`src/rtl/dht_frame_checker_pkg.sv`:
```
// Shared types and constants for the DHT11 frame checker: state encoding,
// frame byte offsets and the double-dabble nibble correction.
package dht_frame_checker_pkg;

  typedef enum logic [1:0] {StIdle, StCheck, StConv, StOut} state_e;

  localparam int unsigned HUM_INT_OFS   = 32;
  localparam int unsigned HUM_FRAC_OFS  = 24;
  localparam int unsigned TEMP_INT_OFS  = 16;
  localparam int unsigned TEMP_FRAC_OFS = 8;
  localparam int unsigned CHK_OFS       = 0;

  localparam int unsigned BCD_W     = 12;
  localparam int unsigned BCD_ITERS = 8;

  // Add 3 to every BCD nibble >= 5 so the following left shift carries correctly.
  function automatic logic [BCD_W-1:0] bcd_adjust(input logic [BCD_W-1:0] bcd);
    logic [BCD_W-1:0] r;
    r = bcd;
    for (int i = 0; i < 3; i++) begin
      if (bcd[4*i +: 4] >= 4'd5) r[4*i +: 4] = bcd[4*i +: 4] + 4'd3;
    end
    return r;
  endfunction

endpackage

```
`src/rtl/bin2bcd8.sv`:
```
// Sequential 8-bit binary to 3-digit BCD converter (double-dabble, one shift per cycle).
module bin2bcd8
  import dht_frame_checker_pkg::*;
(
  input  logic             clk,
  input  logic             rst,
  input  logic             start,
  input  logic [7:0]       value,
  output logic             done,
  output logic [BCD_W-1:0] bcd
);

  logic [7:0]       bin_q;
  logic [BCD_W-1:0] bcd_q;
  logic [3:0]       cnt_q;

  always_ff @(posedge clk) begin
    if (rst) begin
      bin_q <= '0;
      bcd_q <= '0;
      cnt_q <= '0;
    end else if (start) begin
      bin_q <= value;
      bcd_q <= '0;
      cnt_q <= 4'(BCD_ITERS);
    end else if (cnt_q != 4'd0) begin
      bcd_q <= 12'({bcd_adjust(bcd_q), bin_q[7]});
      bin_q <= {bin_q[6:0], 1'b0};
      cnt_q <= cnt_q - 4'd1;
    end
  end

  // High during the final iteration; bcd holds the result from the next cycle on.
  assign done = (cnt_q == 4'd1);
  assign bcd  = bcd_q;

endmodule

```
`config.mk`:
```
export PLATFORM = sky130hd
export DESIGN_NAME = bin2bcd8
export DESIGN_NICKNAME = d
export VERILOG_FILES = /design/src/rtl/dht_frame_checker_pkg.sv /design/src/rtl/bin2bcd8.sv
export SDC_FILE = /design/constraint.sdc
export NUM_CORES = 1
export LEC_CHECK = 0
export BUFFER_PORTS_ARGS = -buffer_cell sky130_fd_sc_hd__buf_2
export CAP_MARGIN = 20
export CELL_PAD_IN_SITES_DETAIL_PLACEMENT = 2
export CELL_PAD_IN_SITES_GLOBAL_PLACEMENT = 2
export CORE_ASPECT_RATIO = 1.1
export CORE_MARGIN = 2
export CORE_UTILIZATION = 31
export DETAILED_ROUTE_END_ITERATION = 16
export PLACE_DENSITY_LB_ADDON = 0.1
export SETUP_SLACK_MARGIN = 0.2
export SYNTH_ARGS = -nofsm -noshare
export SYNTH_HDL_FRONTEND = slang
export SYNTH_SLANG_ARGS = --single-unit
```
`constraint.sdc`:
```
create_clock -name clk -period 2.2 [get_ports clk]
set_input_delay 0.44 -clock clk [delete_from_list [all_inputs] [get_ports clk]]
set_output_delay 0.44 -clock clk [all_outputs]
set_load 0.02 [all_outputs]
```
# Yosys cells after proc, flatten, opt, wreduce, memory -nomap -nowiden
# Index checks and enable logic that the tools add are counted.
# totals
register_bits	24
out_inout_bits	13
inputBits	11
# op_classes
eq_ne	1
muxes	7
add_sub_neg	4
n_lt_le_gt_ge	3
n_reduce_logical	3
# op_table
cell	count
two-way mux 4 bit	4
two-way mux 8 bit	2
greater-or-equal comparator 4 x 3 -> 1 bit (second input constant)	3
adder 4 x 2 -> 4 bit (second input constant)	2
== test 4 x 1 -> 1 bit (second input constant)	1
nonzero test 4 bit	1
subtractor 4 x 1 -> 4 bit (second input constant)	1
adder 3 x 2 -> 3 bit (second input constant)	1
two-way mux 3 bit	1
nonzero test 2 bit	1
OR reduction 2 bit	1

# Longest topological paths before layout
# Gate-level depths: netlist of run 1.
# depth
word_depth	3
mapped_depth	7
mapped_depth_nobuf	6

# Worst setup path before layout of run 1
# OpenSTA, ideal clock, no wires.
# synth_timing
path_kind	register -> register
startpoint	register cnt_q[0]
endpoint	register bcd_q[6], in the netlist bcd[6]
path_stages_with_launch	7
path_buffers	1
path_slack_ps	670
required_time_ps	2138
arrival_ps	1467
cell_sequence	dfxtp_1 -> inv_1 -> ha_1 -> nor3b_4 -> buf_6 -> or4_1 -> nand3_1
# synth_between
elab_chain_len	1
# synth_rtl
element	line_no	rtl
from (decl)	bin2bcd8.sv:15	logic [3:0] cnt_q;
from (signal assigned)	bin2bcd8.sv:25	cnt_q <= 4'(BCD_ITERS);
from (signal assigned)	bin2bcd8.sv:29	cnt_q <= cnt_q - 4'd1;
nonzero test 4 bit	bin2bcd8.sv:26	end else if (cnt_q != 4'd0) begin
to (signal assigned)	bin2bcd8.sv:27	bcd_q <= 12'({bcd_adjust(bcd_q), bin_q[7]});
to (decl)	bin2bcd8.sv:14	logic [BCD_W-1:0] bcd_q;
# Every way passes these cells.
# A chain may end at the register's enable or synchronous reset.

# Final worst setup path of run 1
# layout_timing
startpoint	register cnt_q[0]
endpoint	register bcd_q[1], in the netlist bcd[1]
# Same word-level chain as after synthesis.

==> results of run 1 <==
[registers in the layout, indices dropped and copies added, names as in the netlist]
register	count
bcd	12
bin_q	8
cnt_q	4
[per-stage QoR]
step                      power [W]  instances  worst slack [ns]  utilization (%)
after floorplan            0.000678        150             0.670                -
after global placement     0.000723        219             0.385             35.4
after detailed placement   0.000732        219             0.335             35.4
after CTS                   0.00100        222             0.371             36.5
after global routing        0.00104        222             0.258             36.5
final                      0.000981        222             0.373             36.5
[layout by cell type (no fill, tap or decap), drive strengths merged]
| master | instances |
|---|---|
| a211oi | 1 |
| a21oi | 14 |
| a311oi | 7 |
| and2 | 1 |
| buf | 26 |
| clkbuf | 3 |
| dfxtp | 24 |
| ha | 9 |
| inv | 9 |
| nand2 | 18 |
| nand2b | 3 |
| nand3 | 10 |
| nand4 | 6 |
| nor2 | 14 |
| nor3 | 2 |
| nor3b | 3 |
| o21ai | 7 |
| o311ai | 3 |
| or2 | 1 |
| or3 | 1 |
| or4 | 6 |
| xnor2 | 2 |
[critical path, stage by stage, from the launching register on]
cell and delay [ns]:
dfxtp_1 0.36, inv_1 0.10, ha_1 0.25, nor3b_4 0.17, buf_4 0.21, or4_1 0.51
o311ai_1 0.11
[kinds of logic (layout without fill, tap and decap cells)]
logic type                 after synthesis  in the layout  share of synthesized area [%]
and+or+nand+nor                         65             65                           27.3
xor gates and xnor gates                 2              2                           1.42
adders and majority gates                9              9                           9.12
DFF                                     24             24                           38.9
buffers and inverters                   18             38                           7.09
AOI/OAI and AO/OA                       32             32                           16.2
[layer usage]
| metal | share of wire, % | up-vias |
|---|---|---|
| met4 | 1.4 | 0 |
| met5 | 0 | - |
| met2 | 52 | 15 |
| met1 | 45 | 558 |
| li1 | - | 574 |
| met3 | 2.2 | 4 |
[worst max-delay path by stage]
stage | endpoint | slack [ns] | cells after the start
after floorplan | bcd[6] | 0.67 | 6
after global placement | bcd[9] | 0.38 | 4
after detailed placement | bcd[1] | 0.34 | 4
after CTS | bcd[1] | 0.37 | 6
after global routing | bcd[5] | 0.26 | 6
final | bcd[1] | 0.37 | 6
[report_power, final]
| part | switching (W) | leakage, nW | internal (W) | total [W] |
|---|---|---|---|---|
| clock network | 0.000140 | 0.0216 | 0.000123 | 0.000262 |
| logic | 0.000154 | 0.351 | 0.0000798 | 0.000234 |
| registers | 0.0000240 | 0.196 | 0.000461 | 0.000485 |
| total | 0.000318 | 0.569 | 0.000663 | 0.000981 |
[final cells by class]
| type | instances | area [um2] |
|---|---|---|
| Fill cell | 470 | 2480 |
| Clock buffer | 3 | 41.3 |
| Multi-Input combinational cell | 108 | 667 |
| Tap cell | 52 | 65.1 |
| Inverter | 9 | 33.8 |
| Timing Repair Buffer | 26 | 138 |
| Sequential cell | 24 | 480 |
==> flow_summary.yaml, run 1 <==
run_status:
  status: "completed"
routing:
  dr.pass1.iters: 4
  vias: 1151
  drtAntennaViolNets: 0
  drt_iter0_drc: 36
  totalWireLength_mm: 3.24
  wire_per_inst_um: 14.6
  avgViaCountPerCell: 5.18
  drc: 0
timing:
  whs_ns: 0.432
  maxSlewHeadroom_pct: 49.2
  rsz0062_at_grt: "no"
  finalHoldViolations: 0
  clock_skew_ns: 0.00208
  fin_crit_sh_pct: 83.1
  worstMarginPinSlew_ns: 0.761
  drv_slew: 0
  period_minus_slack_ns: 1.83
  fmax_mhz: 547
  setup_viol: 0
  fin_setup_tns_ns: 0
global_routing:
  grt_use_met2_pct: 28.9
  grt.total_usage_pct: 16.0
  grt_overflow: 0
  antenna_found_initial: 0
  met3_usage_pct: 2.09
  grt_max_degree: 27
  grt_use_met1_pct: 18.9
  grt_pass1_vias: 1259
  busiest_layer: "met2"
  grt_pass1_wl_mm: 5.76
flow_run:
  cap_violations: 0
cts:
  clk_pin_slew_ns: 0.08
  cts_resized: 0
  cts_tree: "yes"
  htreeDepth: 1
  cts_root_buffer: "clkbuf_8"
  cts.sinks: 24
  clockBufferDepth: 2
  cts_buffers: 3
  clk_latency_ns: 0.27
  cts_setup_buffers: 0
  hold_buffers: 0
place:
  dp_hpwl_mm: 2.36
  globalplace.congestion: 0.767
  placed_area_um2: 1380
  port_buffers: 23
final_layout:
  area_growth_pct: 15.4
  stdcell_area_um2: 1430
  drive_gt1_share_pct: 18.2
  diodes: 0
  fin_nets: 192
floorplan:
  boundaryPins: 24
  initial_utilization_pct: 31.6
  num_rows: 24
  die_w_um: 64.2
  core_um2: 3900
  fp.dieH_um: 70.2
  die_area_um2: 4510
synth:
  yosysTopAreaCell: "dfxtp_1"
  mappedNetlistNets: 170
  synth_warnings: 0
  synth_edf_count: 0
  ys_seq_elements: 24
  synthTopCellsByArea: "dfxtp_1, ha_1, a21oi_1"
  ys.flop_type: "dfxtp_1"
  yosysSeqAreaShare_pct: 38.9
  synthArstFlopShare_pct: 0
  postSynthAreaPerCell_um2: 8.23
  synth_top_area_share_pct: 38.9
  synth_area_um2: 1230
  yosys-top-cells-count: "dfxtp_1, nand2_1, a21oi_1, nor2_1, nand3_1"
  synth_cells: 150
  yosysMostFrequentCell: "dfxtp_1"
  synth.distinct_cells: 28
worst_setup_path:
  required_ns: 2.37
  r2r_start: "cnt_q[0]"
  crit_arrival_ns: 1.99
  ff2ff_path_depth: 6
  path_class: "flip-flop to flip-flop"
  reg2reg_to: "bcd[1]"
  startpoint: "cnt_q[0]"
  worst-r2r-setup-slack_ns: 0.37
  start_kind: "flip-flop"
  critPathMaxFanout: 22
  cp-end-kind: "flip-flop"
power:
  p_leak_nw: 0.569
  vdd_ir_drop_max_uv: 371
  powerDensity_nw_per_um2: 688
worst_hold_path:
  min_path_type: "input pin to flip-flop"
  hold_depth: 3
  min_from: "value[0]"
  min_to: "bin_q[0]"
Note: power is estimated with default switching activity, not from simulation.
==> run 2: changes to the inputs <==
Clock period 2.2 ns to 1.85 ns, I/O delays scaled along.
==> flow_summary.yaml, run 2 (same netlist as run 1, synthesis figures left out) <==
run_status:
  status: "completed"
final_layout:
  fin_cells: 227
  fin_util_pct: 38.9
  area_growth_pct: 23.1
  final_cell_mix: "buf_2, dfxtp_1, nand2_1"
  layout_commonest_cell: "buf_2"
  diodes: 0
  fin_nets: 197
  largest_reg_flops: 12
  drive_gt1_share_pct: 25.7
cts:
  hold_buffers: 0
  clk_pin_slew_ns: 0.08
  cts_tree: "yes"
  cts.sinks: 24
  cts_root_buffer: "clkbuf_8"
  clockBufferDepth: 2
  clk_latency_ns: 0.26
  htreeDepth: 1
  cts_buffers: 3
global_routing:
  antenna_found_initial: 0
  grt_pass1_vias: 1244
  busiest_layer: "met2"
  met3_usage_pct: 3.06
  grt_use_met2_pct: 30.3
  grt_pass1_wl_mm: 5.64
  grt.total_usage_pct: 15.6
  grt_use_met1_pct: 17.0
  grt_overflow: 0
  grt_max_degree: 27
floorplan:
  die_area_um2: 4510
  core_um2: 3900
  die_w_um: 64.2
  boundaryPins: 24
  num_rows: 24
  fp.dieH_um: 70.2
  initial_utilization_pct: 31.6
routing:
  drtAntennaViolNets: 0
  drc: 0
  avgViaCountPerCell: 5.19
  vias: 1178
  totalWireLength_mm: 3.38
  drt_iter0_drc: 19
  wire_per_inst_um: 14.9
  dr.pass1.iters: 4
worst_setup_path:
  worst_path_largest_cell_delay_ns: 0.50
  path_class: "flip-flop to flip-flop"
  required_ns: 2.02
  crit_arrival_ns: 1.76
  cp-end-kind: "flip-flop"
  start_kind: "flip-flop"
  path_cells: "inv_4, ha_4, nor3b_4, buf_12, or4_1, o311ai_1"
  worst_path_max_delay_cell: "or4_1"
  critPathMaxFanout: 10
timing:
  fin_crit_sh_pct: 85.8
  finalHoldViolations: 0
  fin_setup_tns_ns: 0
  maxSlewHeadroom_pct: 64.4
  whs_ns: 0.348
  finalWorstSetupSlack_ns: 0.262
  setup_viol: 0
  fmax_mhz: 630
  rsz0062_at_grt: "yes"
  clock_skew_ns: 0.00108
  period_minus_slack_ns: 1.59
  drv_slew: 0
  worstMarginPinSlew_ns: 0.534
place:
  port_buffers: 23
  globalplace.congestion: 0.781
  dp_hpwl_mm: 2.41
  dp.cells: 222
  dp_slack_ns: 0.122
power:
  vdd_ir_drop_max_uv: 341
  powerDensity_nw_per_um2: 819
  p_leak_nw: 0.612
worst_hold_path:
  min_path_type: "input pin to flip-flop"
flow_run:
  cap_violations: 0
-- run 2: final cells by class --
cell class | count | area (um2)
timing repair buffer | 31 | 205
sequential | 24 | 489
tap | 52 | 65.1
clock buffer | 3 | 41.3
multi-input combinational | 108 | 683
inverter | 9 | 36.3
fill | 485 | 2380
-- run 2: routing by layer --
layer / up-vias / share of wire (%)
met5: - / 0
met4: 0 / 0.56
met3: 2 / 2.5
met2: 15 / 55
met1: 578 / 42
li1: 583 / -
-- run 2: worst paths after layout --
kind,depth (start not counted),slack (ns),from,end
max reg2reg,6,0.26,cnt_q[1],bcd[5]
min,3,0.35,value[0],bin_q[0]
max,6,0.26,cnt_q[1],bcd[5]
min reg2reg,2,0.48,bin_q[0],bin_q[0]
-- run 2: critical path: cells and delay by family, from the launching register on --
kind | cells | cell delay, ns
buffers and inverters | 2 | 0.20
adders and majority gates | 1 | 0.15
AOI/OAI and AO/OA | 1 | 0.10
and+or+nand+nor | 2 | 0.67
DFF | 1 | 0.37
-- run 2: metrics by stage --
stage	power (W)	instance area, um2
floorplan	0.000806	1230
global placement	0.000888	1420
detailed placement	0.000900	1420
CTS	0.00122	1470
global route	0.00133	1520
finish	0.00125	1520
-- run 2: timing repair --
action	4_1_cts	5_1_grt
gates cloned	0	1
endpoints found under the setup margin	6	4
buffers inserted	1	0
pin swaps	0	0
resized for setup	3	9
-- run 2: where the power goes --
group,internal (W),switching (W)
combinational,0.000152,0.000202
sequential,0.000550,0.0000302
clock,0.000146,0.000165
total,0.000848,0.000397
==> run 3: changes to the inputs <==
Settings changed: ABC_CLOCK_PERIOD_IN_PS from default to 1850, CORE_UTILIZATION 31 to 33, CTS_BUF_LIST from default to sky130_fd_sc_hd__clkbuf_4 sky130_fd_sc_hd__clkbuf_8.
==> flow_summary.yaml, run 3 (same netlist as run 1, synthesis figures left out) <==
place:
  dp_hpwl_mm: 2.54
  port_buffers: 23
  placed_area_um2: 1410
  globalplace.congestion: 0.827
timing:
  worstMarginPinSlew_ns: 0.577
  fin_setup_tns_ns: 0
  finalHoldViolations: 0
  rsz0062_at_grt: "no"
  fmax_mhz: 623
  fin_crit_sh_pct: 86.7
  drv_slew: 0
  period_minus_slack_ns: 1.60
  clock_skew_ns: 0.00693
  setup_viol: 0
  maxSlewHeadroom_pct: 61.5
routing:
  totalWireLength_mm: 3.49
  dr.pass1.iters: 4
  drc: 0
  drt_iter0_drc: 42
  drtAntennaViolNets: 0
  avgViaCountPerCell: 5.18
  vias: 1170
  wire_per_inst_um: 15.4
global_routing:
  grt_overflow: 0
  grt.total_usage_pct: 17.6
  antenna_found_initial: 0
  grt_max_degree: 27
  grt_pass1_vias: 1262
  grt_pass1_wl_mm: 5.88
floorplan:
  initial_utilization_pct: 34.1
  die_w_um: 62.3
  num_rows: 23
  die_area_um2: 4250
  core_um2: 3630
  boundaryPins: 24
  fp.dieH_um: 68.2
final_layout:
  drive_gt1_share_pct: 28.4
  stdcell_area_um2: 1550
  fillCellCount: 462
  layout_commonest_cell: "buf_2"
  diodes: 0
  largest_reg_flops: 12
  area_growth_pct: 25.1
  regArea_um2: 487
  multiInputGateArea_um2: 712
  fin_nets: 197
  final_cell_mix: "buf_2, dfxtp_1, nand2_1"
worst_setup_path:
  worst-r2r-setup-slack_ns: 0.25
  required_ns: 2.03
  crit_arrival_ns: 1.79
  critPathMaxFanout: 8
  start_kind: "flip-flop"
  path_class: "flip-flop to flip-flop"
  cp-end-kind: "flip-flop"
run_status:
  status: "completed"
power:
  p_leak_nw: 0.618
  powerDensity_nw_per_um2: 895
  vdd_ir_drop_max_uv: 381
flow_run:
  cap_violations: 0
cts:
  htreeDepth: 1
  cts.sinks: 24
  cts_buffers: 3
  clockBufferDepth: 2
  cts_root_buffer: "clkbuf_8"
  clk_pin_slew_ns: 0.09
  clk_latency_ns: 0.27
  cts_tree: "yes"
worst_hold_path:
  min_path_type: "input pin to flip-flop"
-- run 3: cell count changes in the layout (fill, tap and decap cells not counted), sizes merged --
| cell | delta |
|---|---|
| clkbuf | -1 |
| buf | +1 |
| bufinv | +1 |
-- run 3: path summary, 6_finish.rpt --
check | cells past startpoint | start | endpoint
worst min-delay path | 3 | value[2] | bin_q[2]
worst min register to register | 2 | bin_q[7] | bcd[0]
worst max register to register | 6 | cnt_q[0] | bcd[5]
worst max-delay path | 6 | cnt_q[0] | bcd[5]
-- run 3: layout make-up --
cell class | instances | area share, %
clock buffers | 3 | 2.67
multi-input cells | 108 | 46.1
well taps | 50 | 4.05
inverters | 9 | 2.19
repair buffers | 31 | 11.6
clock inverters | 1 | 1.94
flip-flops and latches | 24 | 31.5
-- run 3: what timing repair did --
item / CTS / global route
gates resized for setup: 3 / 12
setup buffers: 0 / 1
hold endpoints to repair: 0 / 0
pin swaps: 1 / 0
hold buffers: 0 / 0
setup endpoints to repair: 8 / 12
-- run 3: per-stage QoR --
stage               std cells  hold slack, ns  utilization [%]  setup WS, ns  power, W
floorplan                 150           0.437                -         0.320  0.000806
global placement          221           0.446             38.9         0.216  0.000878
detailed placement        221           0.466             38.9         0.144  0.000895
CTS                       225           0.355             41.0         0.207   0.00137
global route              226           0.365             42.6         0.193   0.00147
finish                    226           0.364             42.6         0.246   0.00138
-- run 3: critical path: stages, from the launching register on --
cell      delay [ns]
dfxtp_2         0.36
inv_2           0.07
ha_4            0.16
nor3b_4         0.14
buf_4           0.16
or4_1           0.52
o311ai_2        0.10
-- run 3: routing by layer --
| metal | vias up | global-route usage, % | wire (um) | share of wire [%] |
|---|---|---|---|---|
| li1 | 582 | - | - | - |
| met1 | 561 | 20.4 | 1500 | 43 |
| met2 | 23 | 33.4 | 1830 | 52 |
| met3 | 4 | 2.63 | 109 | 3.1 |
| met4 | 0 | 6.67 | 45 | 1.3 |
| met5 | - | 0 | 0 | 0 |
-- run 3: where the power goes --
group	total (W)	internal (W)	switching [W]
sequential	0.000580	0.000550	0.0000297
combinational	0.000335	0.000129	0.000206
clock	0.000468	0.000290	0.000179
total	0.00138	0.000969	0.000414
